[src/rtl/tamagotchi_pkg.sv]
// Shared constants and arbiter state encoding
// for the tamagotchi need-level datapath.
package tamagotchi_pkg;

  localparam int NUM_NEEDS = 4;

  localparam logic [1:0] NEED_SALUD     = 2'd0;
  localparam logic [1:0] NEED_HAMBRE    = 2'd1;
  localparam logic [1:0] NEED_ENERGIA   = 2'd2;
  localparam logic [1:0] NEED_DIVERSION = 2'd3;

  typedef enum logic {
    ST_IDLE,
    ST_ISSUE
  } arb_state_e;

endpackage

[src/rtl/need_update_arbiter_if.sv]
// Update port between the need arbiter and
// the need-level register file.
interface need_update_arbiter_if;

  logic       upd_valid;
  logic       upd_ready;
  logic [1:0] upd_need;
  logic       upd_inc;

  modport master (
    output upd_valid,
    output upd_need,
    output upd_inc,
    input  upd_ready
  );

  modport slave (
    input  upd_valid,
    input  upd_need,
    input  upd_inc,
    output upd_ready
  );

endinterface

[src/rtl/decay_timer.sv]
// Free-running decay period counter with a
// mode-selected period and synchronous clear.
module decay_timer #(
  parameter int DECAY_TICKS = 50_000_000,
  parameter int TEST_TICKS  = 50_000
) (
  input  logic clk,
  input  logic rst_n,
  input  logic test_mode,
  input  logic clr,
  output logic tick
);

  localparam int MAX_TICKS =
    (DECAY_TICKS > TEST_TICKS) ?
    DECAY_TICKS : TEST_TICKS;
  localparam int W =
    (MAX_TICKS > 1) ? $clog2(MAX_TICKS) : 1;

  logic [W-1:0] cnt;
  logic [W-1:0] last;
  logic         term;

  assign last = test_mode ?
    W'(TEST_TICKS - 1) : W'(DECAY_TICKS - 1);
  assign term = (cnt == last);

  // a clear restarts the period, so it masks
  // any terminal count on the same edge
  assign tick = term & ~clr;

  always_ff @(posedge clk or negedge rst_n) begin
    if (!rst_n) begin
      cnt <= '0;
    end else if (clr || term) begin
      cnt <= '0;
    end else begin
      cnt <= cnt + W'(1);
    end
  end

endmodule

[src/rtl/need_update_arbiter.sv]
// Serialises player actions and decay events
// onto the single need register-file update port.
module need_update_arbiter
  import tamagotchi_pkg::*;
#(
  parameter int DECAY_TICKS = 50_000_000,
  parameter int TEST_TICKS  = 50_000
) (
  input  logic clk,
  input  logic btn_reset,
  input  logic btn_salud,
  input  logic btn_hambre,
  input  logic btn_energia,
  input  logic btn_diversion,
  input  logic btn_test,
  need_update_arbiter_if.master upd,
  output logic       test_mode,
  output logic [7:0] pend
);

  logic [NUM_NEEDS-1:0] btn;
  logic [NUM_NEEDS-1:0] prev;
  logic [NUM_NEEDS-1:0] rise;
  logic [NUM_NEEDS-1:0] inc_pend;
  logic [NUM_NEEDS-1:0] dec_pend;
  logic [NUM_NEEDS-1:0] inc_clr;
  logic [NUM_NEEDS-1:0] dec_clr;
  logic [NUM_NEEDS-1:0] has;

  logic       test_prev;
  logic       test_rise;
  logic       tick;
  logic       still;

  arb_state_e state;
  arb_state_e state_nxt;

  logic [1:0] rr;
  logic [1:0] rr_nxt;
  logic [1:0] sel;
  logic [1:0] need_q;
  logic [1:0] need_nxt;
  logic       inc_q;
  logic       inc_nxt;

  assign btn = {btn_diversion, btn_energia,
                btn_hambre, btn_salud};
  assign rise      = btn & ~prev;
  assign test_rise = btn_test & ~test_prev;
  assign has       = inc_pend | dec_pend;

  decay_timer #(
    .DECAY_TICKS (DECAY_TICKS),
    .TEST_TICKS  (TEST_TICKS)
  ) u_timer (
    .clk       (clk),
    .rst_n     (btn_reset),
    .test_mode (test_mode),
    .clr       (test_rise),
    .tick      (tick)
  );

  // lowest offset from rr with work wins
  always_comb begin
    sel = rr;
    for (int k = NUM_NEEDS - 1; k >= 0; k--) begin
      if (has[rr + 2'(k)]) begin
        sel = rr + 2'(k);
      end
    end
  end

  // need keeps priority if anything is left
  // for it once the served bit is cleared
  assign still = rise[need_q] | tick |
    (inc_q ? dec_pend[need_q] : inc_pend[need_q]);

  always_comb begin
    state_nxt = state;
    need_nxt  = need_q;
    inc_nxt   = inc_q;
    rr_nxt    = rr;
    inc_clr   = '0;
    dec_clr   = '0;
    unique case (state)
      ST_IDLE: begin
        if (|has) begin
          need_nxt  = sel;
          inc_nxt   = inc_pend[sel];
          state_nxt = ST_ISSUE;
        end
      end
      ST_ISSUE: begin
        if (upd.upd_ready) begin
          if (inc_q) begin
            inc_clr[need_q] = 1'b1;
          end else begin
            dec_clr[need_q] = 1'b1;
          end
          rr_nxt    = still ? need_q
                            : need_q + 2'd1;
          state_nxt = ST_IDLE;
        end
      end
    endcase
  end

  always_ff @(posedge clk or negedge btn_reset) begin
    if (!btn_reset) begin
      state     <= ST_IDLE;
      prev      <= '0;
      test_prev <= 1'b0;
      test_mode <= 1'b0;
      inc_pend  <= '0;
      dec_pend  <= '0;
      rr        <= '0;
      need_q    <= '0;
      inc_q     <= 1'b0;
    end else begin
      state     <= state_nxt;
      prev      <= btn;
      test_prev <= btn_test;
      test_mode <= test_mode ^ test_rise;
      inc_pend  <= (inc_pend & ~inc_clr) | rise;
      dec_pend  <= (dec_pend & ~dec_clr) |
                   {NUM_NEEDS{tick}};
      rr        <= rr_nxt;
      need_q    <= need_nxt;
      inc_q     <= inc_nxt;
    end
  end

  assign upd.upd_valid = (state == ST_ISSUE);
  assign upd.upd_need  = need_q;
  assign upd.upd_inc   = inc_q;
  assign pend          = {dec_pend, inc_pend};

endmodule

[src/flat_wrapper.sv]
// flat-port wrapper written by rule: the top's interface ports become plain ports
module need_update_arbiter_flat import tamagotchi_pkg::*;
#(
  parameter int DECAY_TICKS = 50_000_000,
  parameter int TEST_TICKS  = 50_000
)
  (clk, btn_reset, btn_salud, btn_hambre, btn_energia, btn_diversion, btn_test, test_mode, pend, upd_upd_valid, upd_upd_need, upd_upd_inc, upd_upd_ready);
  need_update_arbiter_if upd_i ();
  input  logic clk;
  input  logic btn_reset;
  input  logic btn_salud;
  input  logic btn_hambre;
  input  logic btn_energia;
  input  logic btn_diversion;
  input  logic btn_test;
  output logic test_mode;
  output logic [7:0] pend;
  output wire logic [$bits(upd_i.upd_valid)-1:0] upd_upd_valid;
  output wire logic [$bits(upd_i.upd_need)-1:0] upd_upd_need;
  output wire logic [$bits(upd_i.upd_inc)-1:0] upd_upd_inc;
  input wire logic [$bits(upd_i.upd_ready)-1:0] upd_upd_ready;
  assign upd_upd_valid = upd_i.upd_valid;
  assign upd_upd_need = upd_i.upd_need;
  assign upd_upd_inc = upd_i.upd_inc;
  assign upd_i.upd_ready = upd_upd_ready;
  need_update_arbiter #(.DECAY_TICKS(DECAY_TICKS), .TEST_TICKS(TEST_TICKS)) u_core (.clk(clk), .btn_reset(btn_reset), .btn_salud(btn_salud), .btn_hambre(btn_hambre), .btn_energia(btn_energia), .btn_diversion(btn_diversion), .btn_test(btn_test), .upd(upd_i), .test_mode(test_mode), .pend(pend));
endmodule
[config.mk]
export PLATFORM = sky130hd
export DESIGN_NAME = need_update_arbiter_flat
export DESIGN_NICKNAME = d
export VERILOG_FILES = /design/src/rtl/tamagotchi_pkg.sv /design/src/rtl/need_update_arbiter_if.sv /design/src/rtl/decay_timer.sv /design/src/rtl/need_update_arbiter.sv /design/src/flat_wrapper.sv
export SDC_FILE = /design/constraint.sdc
export NUM_CORES = 1
export LEC_CHECK = 0
export BUFFER_PORTS_ARGS = -buffer_cell sky130_fd_sc_hd__buf_4
export CORE_UTILIZATION = 50
export CTS_CLUSTER_DIAMETER = 100
export CTS_CLUSTER_SIZE = 20
export DETAILED_ROUTE_END_ITERATION = 10
export HOLD_SLACK_MARGIN = 0.12
export PLACE_DENSITY = 0.8
export SETUP_SLACK_MARGIN = 0.02
export SLEW_MARGIN = 10
export SYNTH_ARGS = -nofsm -noshare
export SYNTH_HDL_FRONTEND = slang
export SYNTH_HIERARCHICAL = 1
export SYNTH_SLANG_ARGS = --single-unit
[constraint.sdc]
create_clock -name clk -period 2.8 [get_ports clk]
set_clock_uncertainty 0.1 [all_clocks]
set_input_delay 0.14 -clock clk [delete_from_list [all_inputs] [get_ports clk]]
set_output_delay 0.14 -clock clk [all_outputs]
set_load 0.005 [all_outputs]
# [After elaboration in Yosys (flattened, before gate mapping)]
# Index checks and enable logic that the tools add are counted.
[classes] bitwise_logic=17 n_reduce_logical=5 n_eq_ne=1 muxes=35 addsub=5 n_lt_le_gt_ge=7
[op_table] operator="$mux 26" count=2
[op_table] operator="$add 26x1->26 const B" count=1
[op_table] operator="$eq 26x26->1" count=1
[op_table] operator="$mux 4" count=6
[op_table] operator="$lt 2x3->1 const B" count=6
[op_table] operator="$bmux 1 s2" count=8
[op_table] operator="$and 4x4->4" count=3
[op_table] operator="$mux 1" count=12
[op_table] operator="$not 4->4" count=3
[op_table] operator="$or 4x4->4" count=3
[op_table] operator="$mux 2" count=5
[op_table] operator="$add 2x1->2 const B" count=2
[op_table] operator="$add 2x2->2 const B" count=2
[op_table] operator="$reduce_and 2->1" count=2
[op_table] operator="$reduce_or 4->1" count=1
[op_table] operator="$not 1->1" count=3
[op_table] operator="$and 1x1->1" count=2
[op_table] operator="$demux 1 s2" count=1
[op_table] operator="$ge 2x1->1 const B" count=1
[op_table] operator="$or 1x1->1" count=2
[op_table] operator="$pmux 1 s2" count=1
[op_table] operator="$logic_and 1x1->1" count=1
[op_table] operator="$logic_or 1x1->1" count=1
[op_table] operator="$xor 1x1->1" count=1
[word_totals] regBits=46 wordCells=80 out_inout_bits=13

# [Logic depth before layout (Yosys ltp)]
[depth] word_depth=10 mapped_depth=10 ltp_nobuf=9

# [Modules after synthesis]
# The synthesis kept the hierarchy.
[modules_own_cells] mod="decay_timer" seq_area_each_um2=650.6 area_each_um2=1492.7 cells_each=157 instances=1
[modules_own_cells] mod="need_update_arbiter" seq_area_each_um2=500.5 area_each_um2=1068.5 cells_each=110 instances=1

# [Worst setup path after synthesis]
# No wires, ideal clock.
[synth_path] path_type="reg-to-reg" startpoint="register u_core.u_timer.cnt[8]" endpoint="register u_core.rr[0]" t_arrival_ns=2.426 required_ns=2.575 synth_period_minus_slack_ns=2.651 stages_incl_launch_ff=10 setup_slack_ns=0.149 setup_ns=0.125 path_buffers=1 cell_sequence="dfrtp_1 > buf_6 > or2_0 > or4_4 > a211oi_4 > nor2b_1 > a2111oi_0 > mux2i_1 > xnor2_1 > o21ai_1"
[synth_via] elab_chain_len=5
[synth_lines] item="start: declaration" line_no="decay_timer.sv:20" text="logic [W-1:0] cnt;"
[synth_lines] item="start signal: assignment" line_no="decay_timer.sv:38" text="cnt <= cnt + W'(1);"
[synth_lines] item="$eq 26x26->1" line_no="decay_timer.sv:26" text="assign term = (cnt == last);"
[synth_lines] item="$and 1x1->1" line_no="decay_timer.sv:30" text="assign tick = term & ~clr;"
[synth_lines] item="net u_core.tick" line_no="need_update_arbiter.sv:32" text="logic tick;"
[synth_lines] item="$or 1x1->1 (2 in series)" line_no="need_update_arbiter.sv:75" text="assign still = rise[need_q] | tick |"
[synth_lines] item="$mux 2" line_no="need_update_arbiter.sv:100" text="rr_nxt = still ? need_q"
[synth_lines] item="end signal: assignment" line_no="need_update_arbiter.sv:127" text="rr <= rr_nxt;"
[synth_lines] item="end: declaration" line_no="need_update_arbiter.sv:38" text="logic [1:0] rr;"
# The timed path passes the listed nets, and every way through them passes these cells.
# A chain may end at the register's enable or synchronous reset.

# [Final worst setup path]
[layout_path] startpoint="register u_core.u_timer.cnt[9]" endpoint="register u_core.rr[0]"
# Same word-level chain as after synthesis.

==> flow_summary.ini <==
[cts]
root_buffer = clkbuf_8
cts_resized = 0
insertion_delay_ns = 0.30
path_clk_slew_ns = 0.08
cts_buffers = 5
cts_setup_buffers = 0
clkSinkCount = 46
cts_tree = yes
cts_hold_buffers = 6
htree_num_levels = 2
clk_path_buf_depth = 2

[synth]
synth_nets = 280
synth-async-reset-ratio = 1.00
ys_types = 53
synthCells = 267
syn_area_um2 = 2560
synth_ff_type = dfrtp_1
yosys_register_bits = 46
synth_top_area_frac = 0.449
synth_area_leaders = dfrtp_1, a211oi_1, nand2_1, o21ai_0, xor2_1
synth-edff-count = 0
synth_top_area_cell = dfrtp_1
yosysWarnings = 6
syn_area_per_cell_um2 = 9.59
ys_seq_area_frac = 0.449

[placement]
numPortBuffers = 20
place_congestion = 0.898
dp_hpwl_um = 3950

[timing]
finalMaxSlewViolations = 0
worstMarginPinSlew_ns = 0.584
min_period_ns = 2.46
finalSetupTns_ns = 0
final-setup-viol-count = 0
timing.fmax_ghz = 0.406
relSlewSlack = 0.610
rsz0062_at_grt = no
hold_violations = 0
min_period_over_period = 0.880

[routing]
drc = 0
routed_via_density = 5.97
wl_um = 5720
final_antenna_net_count = 0
vias = 2142
wl_per_cell_um = 15.9
dr.first_iter.drc_count = 126
drtPass1Iterations = 4

[layout]
fill_cells = 423
layout.nets = 304
diodes = 0
multiInputGateArea_um2 = 1290
syn2layout_area_growth_pct = 14.0
final_util = 0.606
drive_gt1_frac = 0.144
regArea_um2 = 1150

[worst_hold_path]
hp-start = upd_upd_ready
hold_path.class = input port to register

[global_routing]
antenna_found_initial = 0
grt_overflow = 0
grt_max_degree = 47
first_global_vias = 2076
track_usage = 0.235
grt_pass1_wl_um = 9670

[worst_setup_path]
rr_startpoint = u_core/u_timer/cnt[9]
crit_path_end_kind = register
worstPathArrival_ns = 2.54
path_max_fanout = 7
critPathLaunchType = register
reg2reg_slack_ns = 0.34
startpoint = u_core/u_timer/cnt[9]
crit_type = register to register
cp.required_ns = 2.88

[power_and_ir_drop]
sw_frac_of_total = 0.333
p_seq_frac = 0.454
clkPwrFrac = 0.244
p_sw_w = 0.000652
leakagePower_nw = 1.22
combPwrFrac = 0.302
cell_internal_pwr_w = 0.00131
powerDensity_nw_per_um2 = 672
peakVddDrop_uv = 310

[floorplanning]
ios = 21
fp.dieH_um = 73.6
dieArea_um2 = 5410
row_count = 25
initial_core_util = 0.532
die_w_um = 73.6
core_area_um2 = 4820

[outcome]
status = completed

[job]
cap_violations = 0
## final cells by class
cell class | instances | share of cell area
clock buffer | 7 | 0.0261
sequential | 46 | 0.394
timing repair buffer | 30 | 0.0823
clock inverter | 1 | 0.0103
tap | 67 | 0.0287
inverter | 12 | 0.0154
multi-input combinational | 196 | 0.443
## final timing paths
kind                                               to  cells past startpoint
worst max-delay path                     u_core/rr[0]                      8
worst min-delay path             u_core/upd.upd_valid                      3
worst max register to register           u_core/rr[0]                      8
worst min register to register  u_core/u_timer/cnt[0]                      1
max in group asynchronous       u_core/u_timer/cnt[5]                      2
min in group asynchronous              u_core/prev[3]                      2
## per-stage QoR
step | instances | hold WS, ns | total power [W] | area, µm² | setup WS [ns]
3_3_place_gp | 345 | 0.0771 | 0.00145 | 2750 | 0.474
4_1_cts | 359 | 0.139 | 0.00197 | 2920 | 0.320
2_1_floorplan | 267 | -0.256 | 0.00126 | 2560 | 0.149
3_5_place_dp | 345 | 0.0848 | 0.00148 | 2750 | 0.342
5_1_grt | 359 | 0.158 | 0.00208 | 2920 | 0.221
6_report | 359 | 0.141 | 0.00196 | 2920 | 0.336
## kinds of logic after synthesis
logic type | Yosys count | share of synthesized area
simple gates | 113 | 0.252
compound gates | 61 | 0.168
flops | 46 | 0.449
buf+inv | 25 | 0.0464
xor+xnor | 13 | 0.0445
fa+ha+maj | 5 | 0.0244
mux | 4 | 0.0156
## synthesized netlist by cell type, types with 2 or more instances
| cell type | instances |
|---|---|
| a211oi_1 | 13 |
| a21o_1 | 3 |
| a21oi_1 | 4 |
| a22o_1 | 2 |
| and2_1 | 3 |
| and3_1 | 4 |
| and4_1 | 4 |
| buf_2 | 2 |
| buf_6 | 3 |
| clkbuf_1 | 7 |
| dfrtp_1 | 46 |
| ha_1 | 5 |
| inv_1 | 11 |
| mux2i_1 | 4 |
| nand2_1 | 23 |
| nand2b_1 | 7 |
| nand3_1 | 10 |
| nand4_1 | 12 |
| nor2_1 | 6 |
| nor2_2 | 2 |
| nor2b_1 | 5 |
| nor3_1 | 12 |
| nor4_1 | 2 |
| o21a_1 | 2 |
| o21ai_0 | 16 |
| o21ai_1 | 3 |
| o22ai_1 | 2 |
| o31ai_1 | 6 |
| or3_1 | 8 |
| or4_1 | 6 |
| xnor2_1 | 4 |
| xor2_1 | 9 |
## layer usage
layer | wire length [µm] | vias to the layer above | GRT usage
met4 | 67 | 0 | 0.0919
li1 | - | 1031 | -
met1 | 2620 | 1053 | 0.302
met2 | 2840 | 52 | 0.389
met3 | 189 | 6 | 0.0453
met5 | 0 | - | 0
## placed cells by master, fill, tap and decap left out, types with 7 or more instances in the layout
| cell | count |
|---|---|
| a211oi_1 | 13 |
| nand2b_1 | 7 |
| nand2_1 | 23 |
| buf_4 | 24 |
| nor3_1 | 12 |
| o21ai_0 | 16 |
| nand4_1 | 12 |
| xor2_1 | 9 |
| inv_1 | 11 |
| dfrtp_1 | 46 |
| nand3_1 | 10 |
| or3_1 | 8 |
## power by group through the flow
stage / registers (W) / clock network, W / logic (W)
floorplan: 0.000863 / 0 / 0.000399
global placement: 0.000896 / 0 / 0.000556
detailed placement: 0.000899 / 0 / 0.000579
CTS: 0.000888 / 0.000492 / 0.000591
global route: 0.000904 / 0.000523 / 0.000654
finish: 0.000891 / 0.000478 / 0.000593
## registers in the layout (all words and copies together) (netlist names)
register,count
u_core/dec_pend,4
u_core/inc_pend,4
u_core/prev,4
u_core/rr,2
u_core/test_mode,1
u_core/test_prev,1
u_core/u_timer/cnt,26
u_core/upd.upd_inc,1
u_core/upd.upd_need,2
u_core/upd.upd_valid,1
## worst max-delay path, cell delays in order (launching register included)
cell       delay, ns
dfrtp_1         0.45
or2_0           0.22
or4_4           0.55
a211oi_4        0.24
nor2b_1         0.23
a2111oi_0       0.11
mux2i_1         0.21
xnor2_1         0.16
o21ai_1         0.08
No activity file was read; power rests on OpenSTA's default activity.
